===== src/rtl/i2c_req_arbiter.sv =====
// rtl/i2c_req_arbiter.sv - round-robin arbiter sharing one I2C register-access master
module i2c_req_arbiter #(
    parameter int NUM_REQ        = 4,
    parameter int TIMEOUT_CYCLES = 1000000,
    parameter int GW             = $clog2(NUM_REQ)
) (
    input  logic                    clk,
    input  logic                    reset,
    input  logic [NUM_REQ-1:0]      req_start,
    input  logic [NUM_REQ-1:0]      req_is_read,
    input  logic [NUM_REQ*7-1:0]    req_dev_addr,
    input  logic [NUM_REQ*16-1:0]   req_reg_addr,
    input  logic [NUM_REQ*8-1:0]    req_wdata,
    input  logic [NUM_REQ*10-1:0]   req_nb_bytes,
    output logic [NUM_REQ-1:0]      req_ready,
    output logic [NUM_REQ-1:0]      req_error,
    output logic [15:0]             req_rdata,
    output logic                    m_start,
    output logic                    m_is_read,
    output logic [6:0]              m_dev_addr,
    output logic [15:0]             m_reg_addr,
    output logic [7:0]              m_wdata,
    output logic [9:0]              m_nb_bytes,
    input  logic                    m_ready,
    input  logic                    m_error,
    input  logic [15:0]             m_rdata,
    output logic [GW-1:0]           grant_id,
    output logic                    busy
);

    localparam int WW = $clog2(TIMEOUT_CYCLES);
    localparam logic [WW-1:0] WDOG_LAST = WW'(TIMEOUT_CYCLES - 1);
    localparam logic [GW-1:0] LAST_IDX  = GW'(NUM_REQ - 1);

    typedef enum logic [1:0] {
        S_IDLE    = 2'd0,
        S_BUSY    = 2'd1,
        S_RELEASE = 2'd2
    } state_t;

    state_t                state_q;
    logic [GW-1:0]         ptr_q;
    logic [WW-1:0]         wdog_q;
    logic [NUM_REQ-1:0]    req_ready_q;
    logic [NUM_REQ-1:0]    req_error_q;
    logic [15:0]           req_rdata_q;
    logic                  m_start_q;
    logic                  m_is_read_q;
    logic [6:0]            m_dev_addr_q;
    logic [15:0]           m_reg_addr_q;
    logic [7:0]            m_wdata_q;
    logic [9:0]            m_nb_bytes_q;
    logic [GW-1:0]         grant_id_q;
    logic                  busy_q;

    logic [GW-1:0]         sel_d;
    logic                  any_d;
    logic [GW-1:0]         cand;
    logic [GW-1:0]         ptr_d;

    // Scan from the highest offset down so the closest set bit at or after ptr wins.
    always_comb begin
        sel_d = '0;
        any_d = 1'b0;
        cand  = '0;
        for (int i = NUM_REQ - 1; i >= 0; i--) begin
            cand = GW'((int'(ptr_q) + i) % NUM_REQ);
            if (req_start[cand]) begin
                sel_d = cand;
                any_d = 1'b1;
            end
        end
    end

    always_comb begin
        ptr_d = (sel_d == LAST_IDX) ? '0 : sel_d + GW'(1);
    end

    always_ff @(posedge clk) begin
        if (reset) begin
            state_q      <= S_IDLE;
            ptr_q        <= '0;
            wdog_q       <= '0;
            req_ready_q  <= '0;
            req_error_q  <= '0;
            req_rdata_q  <= '0;
            m_start_q    <= 1'b0;
            m_is_read_q  <= 1'b0;
            m_dev_addr_q <= '0;
            m_reg_addr_q <= '0;
            m_wdata_q    <= '0;
            m_nb_bytes_q <= '0;
            grant_id_q   <= '0;
            busy_q       <= 1'b0;
        end else begin
            case (state_q)
                S_IDLE: begin
                    if (any_d) begin
                        m_is_read_q  <= req_is_read[sel_d];
                        m_dev_addr_q <= req_dev_addr[sel_d*7 +: 7];
                        m_reg_addr_q <= req_reg_addr[sel_d*16 +: 16];
                        m_wdata_q    <= req_wdata[sel_d*8 +: 8];
                        m_nb_bytes_q <= req_nb_bytes[sel_d*10 +: 10];
                        m_start_q    <= 1'b1;
                        grant_id_q   <= sel_d;
                        ptr_q        <= ptr_d;
                        wdog_q       <= '0;
                        busy_q       <= 1'b1;
                        state_q      <= S_BUSY;
                    end
                end
                S_BUSY: begin
                    wdog_q <= wdog_q + WW'(1);
                    // A completion on the timeout edge still counts as a normal completion.
                    if (m_ready) begin
                        m_start_q               <= 1'b0;
                        req_ready_q[grant_id_q] <= 1'b1;
                        req_error_q[grant_id_q] <= m_error;
                        req_rdata_q             <= m_rdata;
                        state_q                 <= S_RELEASE;
                    end else if (wdog_q == WDOG_LAST) begin
                        m_start_q               <= 1'b0;
                        req_ready_q[grant_id_q] <= 1'b1;
                        req_error_q[grant_id_q] <= 1'b1;
                        state_q                 <= S_RELEASE;
                    end
                end
                S_RELEASE: begin
                    req_ready_q <= '0;
                    req_error_q <= '0;
                    busy_q      <= 1'b0;
                    state_q     <= S_IDLE;
                end
                default: begin
                    state_q <= S_IDLE;
                end
            endcase
        end
    end

    assign req_ready  = req_ready_q;
    assign req_error  = req_error_q;
    assign req_rdata  = req_rdata_q;
    assign m_start    = m_start_q;
    assign m_is_read  = m_is_read_q;
    assign m_dev_addr = m_dev_addr_q;
    assign m_reg_addr = m_reg_addr_q;
    assign m_wdata    = m_wdata_q;
    assign m_nb_bytes = m_nb_bytes_q;
    assign grant_id   = grant_id_q;
    assign busy       = busy_q;

endmodule


===== config.mk =====
export PLATFORM = sky130hd
export DESIGN_NAME = i2c_req_arbiter
export DESIGN_NICKNAME = d
export VERILOG_FILES = /design/src/rtl/i2c_req_arbiter.sv
export SDC_FILE = /design/constraint.sdc
export NUM_CORES = 1
export LEC_CHECK = 0
export ABC_AREA = 1
export BUFFER_PORTS_ARGS = -buffer_cell sky130_fd_sc_hd__buf_2
export CAP_MARGIN = 20
export CORE_MARGIN = 10
export CORE_UTILIZATION = 47
export DETAILED_ROUTE_END_ITERATION = 8
export PLACE_DENSITY = 0.89
export SYNTH_ARGS = -nofsm -noshare
export SYNTH_HDL_FRONTEND = slang
export SYNTH_SLANG_ARGS = --single-unit

===== constraint.sdc =====
create_clock -name clk -period 2.2 [get_ports clk]
set_input_delay 0.11 -clock clk [delete_from_list [all_inputs] [get_ports clk]]
set_output_delay 0.11 -clock clk [all_outputs]
set_load 0.05 [all_outputs]

After elaboration in Yosys (flattened, before gate mapping)
Cells that the tools add are included.
{"block": "totals", "ff_bits": 94, "input_bits": 192, "out_inout_bits": 70, "word_cells": 91}
{"block": "op_classes", "addsub": 5, "n_mul": 2, "order_cmp": 7, "n_eq_ne": 6, "shift": 4, "n_mux": 39, "bitwise": 2, "n_reduce_logical": 12}
{"cell": "$shiftx 64x7->16", "count": 1}
{"cell": "$pmux 20 s2", "count": 1}
{"cell": "$shiftx 40x7->10", "count": 1}
{"cell": "$shiftx 32x6->8", "count": 1}
{"cell": "$shiftx 28x6->7", "count": 1}
{"cell": "$add 20x1->20 const B", "count": 1}
{"cell": "$eq 20x20->1 const B", "count": 1}
{"cell": "$mux 20", "count": 1}
{"cell": "$lt 2x3->1 const B", "count": 6}
{"cell": "$mux 2", "count": 8}
{"cell": "$mux 4", "count": 4}
{"cell": "$pmux 4 s2", "count": 2}
{"cell": "$mux 1", "count": 13}
{"cell": "$reduce_and 2->1", "count": 6}
{"cell": "$bmux 1 s2", "count": 5}
{"cell": "$mul 2x3->5 const B", "count": 2}
{"cell": "$or 4x4->4", "count": 2}
{"cell": "$reduce_bool 2->1", "count": 3}
{"cell": "$add 2x1->2 const B", "count": 2}
{"cell": "$add 2x2->2 const B", "count": 2}
{"cell": "$bwmux 4", "count": 1}
{"cell": "$eq 2x2->1 const B", "count": 2}
{"cell": "$pmux 1 s2", "count": 2}
{"cell": "$pmux 2 s2", "count": 1}
{"cell": "8 further kinds", "count": 8}

Logic depth before layout (Yosys ltp)
{"block": "logic_depth", "depth_word": 9, "ltp_mapped": 14, "depth_no_buf": 13}

Least setup slack after synthesis
Ideal clock, no wire load.
{"block": "synth_path", "kind": "register -> register", "startpoint": "register wdog_q[0]", "endpoint": "register req_error_q[2] (netlist: req_error[2])", "setup_time_ns": 0.132, "arrival_time_ns": 1.613, "t_required_ns": 2.068, "path_slack_ns": 0.455, "path_stages_with_launch": 10, "path_cell_list": "dfxtp_1 ha_1 nand3_1 nor2_1 nand2_1 o21ai_0 buf_2 nand3_1 nand2_1 a21oi_1"}
{"block": "synth_via", "elab_chain_cells": 3}
{"element": "start: declaration", "line": "43", "text": "logic [WW-1:0] wdog_q;"}
{"element": "start signal: assignment", "line": "113", "text": "wdog_q <= wdog_q + WW'(1);"}
{"element": "$eq 20x20->1", "line": "121", "text": "end else if (wdog_q == WDOG_LAST) begin"}
{"element": "$ne 3x3->1 (no line)"}
{"element": "$reduce_and 2->1 (no line)"}
{"element": "end signal: indexed assignment", "line": "118", "text": "req_error_q[grant_id_q] <= m_error;"}
{"element": "end: declaration", "line": "45", "text": "logic [NUM_REQ-1:0] req_error_q;"}
Every way passes these cells.
A chain may end at the register's enable or synchronous reset.

Worst setup path after layout
{"block": "layout_path", "startpoint": "register wdog_q[0]", "endpoint": "register wdog_q[18]"}
{"block": "layout_via", "elab_chain_cells": 2}
{"element": "$add 20x1->20", "line": "113"}
{"element": "$pmux 20 s2", "line": "96", "text": "case (state_q)"}
Every way passes these cells.

==> results.json <==
{
  "worstSetupPathType": "reg -> reg",
  "hold_path_class": "in -> reg",
  "power_leakage_nw": 3.47,
  "ir_worst_vdd_mv": 0.956,
  "initial_core_util": 0.478,
  "cts_buffer_depth": 2,
  "hold_violations": 0,
  "antenna_left": 0,
  "num_io_pins": 262,
  "layout-drive-gt1-share": 0.296,
  "crit_arrival_ps": 2240,
  "synth-main-ff-cell": "dfxtp_1",
  "yosys_warnings": 0,
  "skew_ps": 8.83,
  "cap_violations": 0,
  "clkPwrFrac": 0.144,
  "cts_tree": "built",
  "vias": 6675,
  "drtIter0Drc": 595,
  "drc": 0,
  "synthArstFlopShare": 0,
  "slew_headroom": 0.646,
  "cts_buffers": 9,
  "dp_cells": 1214,
  "p_sw_mw": 5.89,
  "track_usage": 0.228,
  "finalNetCount": 1275,
  "core-area_sq_um": 11400,
  "clk_latency_ps": 350,
  "p_seq_frac": 0.221,
  "ctsHoldBuffers": 0,
  "htree_levels": 3,
  "setup_tns_ps": 0,
  "dieArea_sq_um": 16300,
  "fmax_mhz": 501,
  "critical_path_required_ps": 2440,
  "place_congestion": 0.898,
  "instances_no_fill": 1232,
  "antenna_found_initial": 3,
  "grt_pass1_wl_microns": 31000,
  "r2r_start": "wdog_q[0]$_SDFFE_PP0P_",
  "r2r_cells": 10,
  "syn_inst": 858,
  "rsz0062_at_grt": "no",
  "avgViaCountPerCell": 5.42,
  "swShare": 0.539,
  "cp-endpoint": "wdog_q[18]$_SDFFE_PP0P_",
  "cts_resized": 0,
  "post-synth-top-area-cell": "dfxtp_1",
  "status": "complete, no violations",
  "worstPathMaxFanout": 5,
  "numPortBuffers": 261,
  "power_density_nw_per_um2": 1530,
  "internal-power_mw": 5.04,
  "timing.final.crit_share": 0.907,
  "drtPass1Iterations": 5,
  "netlist_top_cells_area": "dfxtp_1 (34%), nand3_1 (20%), nand2_1 (15%)",
  "rows": 39,
  "ys_seq_elements": 94,
  "syn_area_per_cell_sq_um": 6.36,
  "clkTransAtPathRegs_ps": 80,
  "synth_edf_count": 0,
  "r2r_end": "wdog_q[18]$_SDFFE_PP0P_",
  "post_cts_buffers": 0,
  "grt_pass1_vias": 6287,
  "tightest_slew_ps": 526,
  "fp.dieW_microns": 128,
  "syn_area_sq_um": 5460,
  "cts-root-buf": "clkbuf_16",
  "ys_seq_area_frac": 0.345,
  "wl_microns": 19700,
  "syn_nets": 1051,
  "finalSetupViolCount": 0,
  "cp-startpoint": "wdog_q[0]$_SDFFE_PP0P_",
  "end_kind": "register",
  "yosysTopAreaCellShare": 0.345,
  "area_delta_synth_final_pct": 30.6,
  "clock_sinks": 94,
  "die_height_microns": 128,
  "wl_per_cell_microns": 16.0,
  "grt_overflow": 0,
  "period_minus_slack_ps": 2000,
  "grt_max_degree": 57,
  "r2r_setup_slack_ps": 200,
  "fin_util": 0.624,
  "ys_types": 28,
  "finalMaxSlewViolations": 0,
  "comb_power_share": 0.635,
  "cp-start-kind": "register",
  "hpwl_microns": 15000
}
==> worst max-delay path, cell delays in order (launching register included) <==
cell and delay [ps]:
dfxtp_1 390, ha_1 210, nand3_1 110, nor2_1 140, nand2_1 120, nor2_1 160
nand4_1 130, nor2_1 290, nand2_1 110, o21ai_0 160, a21oi_1 60
==> kinds of logic after synthesis <==
kind of cell | after synthesis | synth area share
simple gates | 482 | 0.394
compound gates | 169 | 0.164
buf+inv | 111 | 0.0935
flops | 94 | 0.345
xor+xnor | 1 | 0.00161
fa+ha+maj | 1 | 0.00229
==> metal layers <==
layer / share of wire / wire (microns) / up-vias / GRT usage
met5: 0.00036 / 7 / - / 0
met4: 0.030 / 599 / 2 / 0.0815
met3: 0.11 / 2190 / 50 / 0.0997
met2: 0.48 / 9500 / 329 / 0.381
met1: 0.38 / 7420 / 2944 / 0.253
li1: - / - / 3350 / -
==> final cells by class <==
cell class	count	area (sq um)
fillers	1077	4290
diodes	2	5.00
repair buffers	280	1530
clock inverters	7	72.6
inverters	44	165
flip-flops and latches	94	1890
well taps	143	179
multi-input cells	653	3070
clock buffers	9	225
==> how the worst min path moves through the flow <==
stage | start | endpoint | slack [ps] | depth (start not counted)
after global placement | m_rdata[1] | req_rdata[1]$_SDFFE_PP0P_ | 390 | 3
after floorplan | m_rdata[0] | req_rdata[0]$_SDFFE_PP0P_ | 280 | 2
after CTS | m_rdata[0] | req_rdata[0]$_SDFFE_PP0P_ | 10 | 3
after global routing | m_rdata[0] | req_rdata[0]$_SDFFE_PP0P_ | 20 | 3
final | m_rdata[1] | req_rdata[1]$_SDFFE_PP0P_ | 20 | 3
after detailed placement | m_rdata[0] | req_rdata[0]$_SDFFE_PP0P_ | 390 | 3
==> state kept, by name, summed over array words and instances, names as in the netlist <==
signal      cells
busy            1
req_error       4
m_nb_bytes     10
state_q         2
wdog_q         20
grant_id        2
m_start         1
m_dev_addr      7
req_rdata      16
ptr_q           2
m_is_read       1
req_ready       4
m_wdata         8
m_reg_addr     16
==> synthesized netlist by cell type (2+ instances only) <==
cell and number:
nand3_2 2, nor3_1 7, buf_4 9, o21a_1 2
buf_6 4, inv_2 5, dfxtp_1 94, clkbuf_1 30
a21oi_1 89, nand2_2 3, o21ai_0 64, a21oi_2 10
buf_2 24, nand3_1 216, nand2_1 214, inv_1 39
nand4_1 8, nor2_1 26, nor4_1 3
==> metrics by stage <==
step / worst slack [ps] / area (sq um) / hold slack [ps] / power [mW]
after global placement: 193 / 6820 / 387 / 9.23
after CTS: 61.9 / 7120 / 14.2 / 10.9
after detailed placement: 110 / 6820 / 389 / 9.34
final: 204 / 7130 / 19.1 / 10.9
after global routing: 19.3 / 7130 / 16.3 / 11.8
after floorplan: 455 / 5460 / 278 / 7.80
==> cell usage in the layout, fill, tap and decap left out, drive strengths merged, types with 2 or more instances in the layout <==
cell type	Yosys	final
diode	0	2
nand4	8	8
dfxtp	94	94
nor2	28	28
nand3	218	218
nor4	3	3
o21ai	66	66
inv	44	49
buf	37	280
clkbuf	30	9
nor3	7	7
nand2	217	217
o21a	2	2
a21oi	99	99
==> power groups by stage <==
| stage | Clock [mW] | Combinational, mW | Sequential (mW) |
|---|---|---|---|
| floorplan | 0 | 4.07 | 3.72 |
| global placement | 0 | 6.81 | 2.42 |
| detailed placement | 0 | 6.92 | 2.42 |
| CTS | 1.59 | 6.93 | 2.40 |
| global route | 1.66 | 7.66 | 2.46 |
| finish | 1.57 | 6.94 | 2.41 |
Power figures use the tool's default switching activity.
